$ cat config.mk
export PLATFORM = sky130hd
export DESIGN_NAME = fifo
export DESIGN_NICKNAME = d
export VERILOG_FILES = /design/src/rtl/fifo.sv
export SDC_FILE = /design/constraint.sdc
export NUM_CORES = 1
export LEC_CHECK = 0
export CORE_ASPECT_RATIO = 0.8
export CORE_MARGIN = 8
export CORE_UTILIZATION = 35
export CTS_BUF_LIST = sky130_fd_sc_hd__clkbuf_4
export DETAILED_ROUTE_END_ITERATION = 6
export GPL_ROUTABILITY_DRIVEN = 0
export HOLD_SLACK_MARGIN = 0.12
export PLACE_DENSITY = 0.49
export SKIP_CTS_REPAIR_TIMING = 1
export SLEW_MARGIN = 30
export SYNTH_ARGS = -nofsm -noshare
export SYNTH_HDL_FRONTEND = slang
export SYNTH_SLANG_ARGS = --single-unit
$ cat constraint.sdc
create_clock -name clk -period 3.1 [get_ports clk]
set_clock_uncertainty 0.1 [all_clocks]
set_input_delay 0.62 -clock clk [delete_from_list [all_inputs] [get_ports clk]]
set_output_delay 0.62 -clock clk [all_outputs]
set_load 0.02 [all_outputs]
$ cat src/rtl/fifo.sv
// Circular-buffer FIFO (DEPTH x WIDTH, any depth >= 2) with 4-phase rdy/done handshakes on both sides; optional almost flags under FIFO_ALMOST_FLAGS_EN.
// Latency: tx_done one clock after tx_rdy is sampled (not full); rx_rdy one clock after the word lands in an empty FIFO.
// Backpressure: when full the producer is held in TX_IDLE with tx_done low; the consumer holds out_data until rx_done.
module fifo #(
   parameter int DEPTH = 5,
   parameter int WIDTH = 8
) (
   input  logic             clk,
   input  logic             rst_n,
   input  logic             tx_rdy,
   output logic             tx_done,
   input  logic [WIDTH-1:0] in_data,
   output logic             rx_rdy,
   input  logic             rx_done,
   output logic [WIDTH-1:0] out_data,
   output logic             empty,
   output logic             full
`ifdef FIFO_ALMOST_FLAGS_EN
   ,
   output logic             almost_full,
   output logic             almost_empty
`endif
);

   localparam int PW = $clog2(DEPTH);
   localparam int CW = $clog2(DEPTH + 1);

   typedef enum logic {TX_IDLE, TX_WAIT} tx_state_t;
   typedef enum logic [1:0] {RX_IDLE, RX_WAIT, RX_ACK} rx_state_t;

   tx_state_t        tx_state, tx_next;
   rx_state_t        rx_state, rx_next;
   logic [WIDTH-1:0] buffer [DEPTH];
   logic [PW-1:0]    front, back;
   logic [CW-1:0]    count;
   logic             incr, decr, load;

   function automatic logic [PW-1:0] next_ptr(input logic [PW-1:0] p);
      return (p == PW'(DEPTH - 1)) ? '0 : p + PW'(1);
   endfunction

   assign empty   = (count == '0);
   assign full    = (count == CW'(DEPTH));
   assign tx_done = (tx_state == TX_WAIT);
   assign rx_rdy  = (rx_state == RX_WAIT);

`ifdef FIFO_ALMOST_FLAGS_EN
   assign almost_full  = (count >= CW'(DEPTH - 1));
   assign almost_empty = (count <= CW'(1));
`endif

   always_comb begin
      tx_next = tx_state;
      incr    = 1'b0;
      case (tx_state)
         TX_IDLE: if (tx_rdy && !full) begin
            incr    = 1'b1;
            tx_next = TX_WAIT;
         end
         TX_WAIT: if (!tx_rdy) tx_next = TX_IDLE;
         default: tx_next = TX_IDLE;
      endcase
   end

   // A pop completes on the first rx_done sample; RX_ACK swallows a level-held rx_done.
   always_comb begin
      rx_next = rx_state;
      load    = 1'b0;
      decr    = 1'b0;
      case (rx_state)
         RX_IDLE: if (!empty) begin
            load    = 1'b1;
            rx_next = RX_WAIT;
         end
         RX_WAIT: if (rx_done) begin
            decr    = 1'b1;
            rx_next = RX_ACK;
         end
         RX_ACK:  if (!rx_done) rx_next = RX_IDLE;
         default: rx_next = RX_IDLE;
      endcase
   end

   always_ff @(posedge clk or negedge rst_n) begin
      if (!rst_n) begin
         tx_state <= TX_IDLE;
         rx_state <= RX_IDLE;
         front    <= '0;
         back     <= '0;
         count    <= '0;
         out_data <= '0;
      end else begin
         tx_state <= tx_next;
         rx_state <= rx_next;
         if (incr) back <= next_ptr(back);
         if (decr) front <= next_ptr(front);
         if (load) out_data <= buffer[front];
         case ({incr, decr})
            2'b10:   count <= count + CW'(1);
            2'b01:   count <= count - CW'(1);
            default: count <= count;
         endcase
      end
   end

   always_ff @(posedge clk) begin
      if (incr) buffer[back] <= in_data;
   end

endmodule

==> flow_summary.yaml <==
run_status:
  outcome: "finished clean"
clock_network:
  ctsLongestPathBuffers: 2
  clkLatencyLatePin_ns: 0.39
  clock-sinks: 60
  cts_buffers: 9
  cts_htree_levels: 3
  clockRootBuffer: "clkbuf_4"
  tritoncts: "built"
  clock_slew_at_reported_path_ffs_ns: 0.09
power:
  vdd_ir_drop_max_mv: 0.255
  power_density_nw_per_um2: 903
  power_frac_comb_pct: 34.0
  switching_power_uw: 917
  switching_share_pct: 34.6
  share_clk_of_total_power_pct: 19.5
  static-leakage-power_uw: 0.00107
  power.share.sequential_pct: 46.5
  finalPower_uw: 2650
  intPower_uw: 1730
sta:
  finalHoldViolations: 0
  worst_pin_slew_ns: 0.660
  hold_slack_ns: 0.400
  fmax_ghz: 0.350
  timing.slew.headroom_pct: 56.0
  final-setup-viol-count: 0
  drv_slew: 0
  fin_crit_ns: 2.86
  grt_setup_unrepaired: "no"
  post-route-period-util_pct: 92.2
  setup-tns-final_ns: 0
worst_setup_path:
  crit_cells: 3
  worstSetupEndpoint: "empty"
  cp.required_ns: 2.38
  rr_startpoint: "count[1]"
  crit_path_leading_delay_family: "buffers and inverters"
  peak_per_stage_delay_on_the_critical_path_ns: 0.61
  r2r_cells: 8
  endpoint_kind: "output pin"
  crit_path_start: "count[1]"
  critical_path_buf_inv_count: 2
  critical_path.slowest_cell: "clkdlybuf4s50_1"
  worstPathCellList: "or3_1, clkinv_4, clkdlybuf4s50_1"
  criticalPathCategory: "reg -> out"
  worst-r2r-setup-slack_ns: 0.96
  critPathLaunchType: "flip-flop"
  r2r-end: "count[2]"
  worst-endpoint-arrival_ns: 2.14
  worstPathMaxFanout: 9
routing:
  drc: 0
  ant_nets: 0
  via_per_inst: 4.81
  drt-wirelength-per-cell_microns: 16.9
  detailedRoute.firstPassIterationCount: 4
  route.vias.total: 1323
  detailedRoute.firstIterationViolations: 25
  drt-total-wl_microns: 4650
layout:
  stdcell_area_sq_um: 2940
  fill_cells: 628
  layout-drive-gt1-share_pct: 17.6
  area_delta_synth_final_pct: 19.3
  finalNetCount: 202
  antenna_cells_inserted: 0
placed_design:
  buffer_ports.inserted: 23
  hpwlAfterDp_microns: 3120
  dpl-instance-area_sq_um: 2800
global_route:
  grt.total_usage_pct: 10.2
  grt_antenna_before_repair: 0
  grt_first_pass_wirelength_microns: 7400
  first_global_vias: 1424
  globalRoute.totalOverflow: 0
  grt_max_degree: 21
synthesis:
  ys_seq_area_share_pct: 69.1
  yosys_register_bits: 60
  syn-num-nets: 167
  synth_top_area_share_pct: 48.8
  synth.lib_cells_used.distinct: 33
  synthCells: 149
  syn_avg_cell_area_sq_um: 16.5
  post_synthesis_cell_area_sq_um: 2460
  ys_warn_count: 0
  post_synth_main_area_contributors: "edfxtp_1 (49%), dfrtp_1 (20%), mux4_2 (7.3%)"
  synth_top_cell_by_area: "edfxtp_1"
floorplanning:
  rows: 27
  core-area_sq_um: 6860
  dieWidth_microns: 110
  initial_core_utilization_pct: 35.9
  die_area_sq_um: 9990
  chipHeight_microns: 91.0
  io-pin-count: 24
worst_hold_path:
  worst_hold_path_type: "reg -> reg"
run:
  max_cap_violations: 0
-- power groups by stage --
stage	clock network, uW	logic (uW)	registers (uW)
6_report	516	901	1230
5_1_grt	575	998	1260
4_1_cts	532	924	1240
3_5_place_dp	0	920	1260
3_3_place_gp	0	899	1250
2_1_floorplan	0	628	1210
-- cells by family (layout without fill, tap and decap cells) --
group | after synthesis | after routing | synth area share (%)
DFF | 60 | 60 | 69.1
AOI/OAI and AO/OA | 27 | 27 | 6.25
muxes | 19 | 19 | 11.9
and+or+nand+nor | 18 | 18 | 4.98
buffers and inverters | 16 | 55 | 3.35
adders and majority gates | 6 | 6 | 3.35
xor gates and xnor gates | 3 | 3 | 1.07
-- worst reg2reg max path: cells and delay by family (launching register included) --
kind / cells / cell delay (ns)
AND/OR/NAND/NOR: 3 / 0.63
adder cells (fa/ha/maj): 2 / 0.58
flip-flops: 1 / 0.40
XOR/XNOR: 2 / 0.30
buffers and inverters: 1 / 0.06
-- synth_stat cells, drive strengths merged --
cell and number:
fa 1, xnor2 1, o21bai 1, nor2 2, o2bb2ai 1, nand2b 3, edfxtp 40, ha 5
nor4 4, nand2 2, or3 1, nand3b 1, inv 10, a22o 1, nor2b 1, xor2 2
mux2 2, dfrtp 20, nand3 1, nor4b 1, mux2i 9, o21ai 3, clkinv 1, a21oi 18
a21boi 1, o2111ai 1, o21a 1, buf 5, and3b 1, nor3 1, mux4 8
-- worst min-delay path by stage --
stage | from | to | slack [ns] | depth (start not counted)
after global routing | count[2] | count[2] | 0.43 | 1
after detailed placement | count[2] | count[2] | 0.39 | 1
after CTS | count[2] | count[2] | 0.41 | 1
after floorplan | rst_n | back[0] | 0.22 | 0
final | count[2] | count[2] | 0.40 | 1
after global placement | count[2] | count[2] | 0.38 | 1
-- per-layer routing --
| metal | GRT usage [%] | part of all wire [%] | up-vias | wire length, microns |
|---|---|---|---|---|
| li1 | - | - | 636 | - |
| met1 | 11.8 | 43 | 654 | 1980 |
| met2 | 16.4 | 51 | 27 | 2360 |
| met3 | 4.73 | 5.6 | 6 | 259 |
| met4 | 3.37 | 1.1 | 0 | 49 |
| met5 | 0 | 0 | - | 0 |
-- cell type report --
cell class | instances | area, sq um | share of cell area [%]
inverters | 11 | 46.3 | 1.58
clock buffers | 10 | 75.1 | 2.56
well taps | 87 | 109 | 3.71
flip-flops and latches | 60 | 1700 | 57.9
multi-input cells | 73 | 678 | 23.1
repair buffers | 29 | 273 | 9.29
clock inverters | 5 | 53.8 | 1.83
-- state kept, by name, summed over array words and instances (netlist names) --
name      cells
back          3
buffer       40
count         3
front         3
out_data      8
rx_state      2
tx_done       1
-- placed cells by master (no fill, tap or decap), types with 2 or more instances in the layout --
cell type	n
edfxtp_1	40
clkdlybuf4s50_1	22
dfrtp_1	20
a21oi_1	18
inv_1	10
clkbuf_4	10
mux2i_1	9
mux4_2	8
ha_1	5
buf_4	5
nor4_1	4
nand2b_1	3
o21ai_0	3
nor2_1	2
nand2_1	2
mux2_2	2
xor2_1	2
clkinvlp_4	2
-- per-stage QoR --
step | instances | setup slack [ns] | utilization, %
after detailed placement | 259 | 0.445 | 40.9
after floorplan | 149 | 0.869 | -
after CTS | 274 | 0.197 | 42.7
after global placement | 259 | 0.511 | 40.9
after global routing | 275 | 0.138 | 42.8
final | 275 | 0.241 | 42.8
No activity file was read; power rests on OpenSTA's default activity.
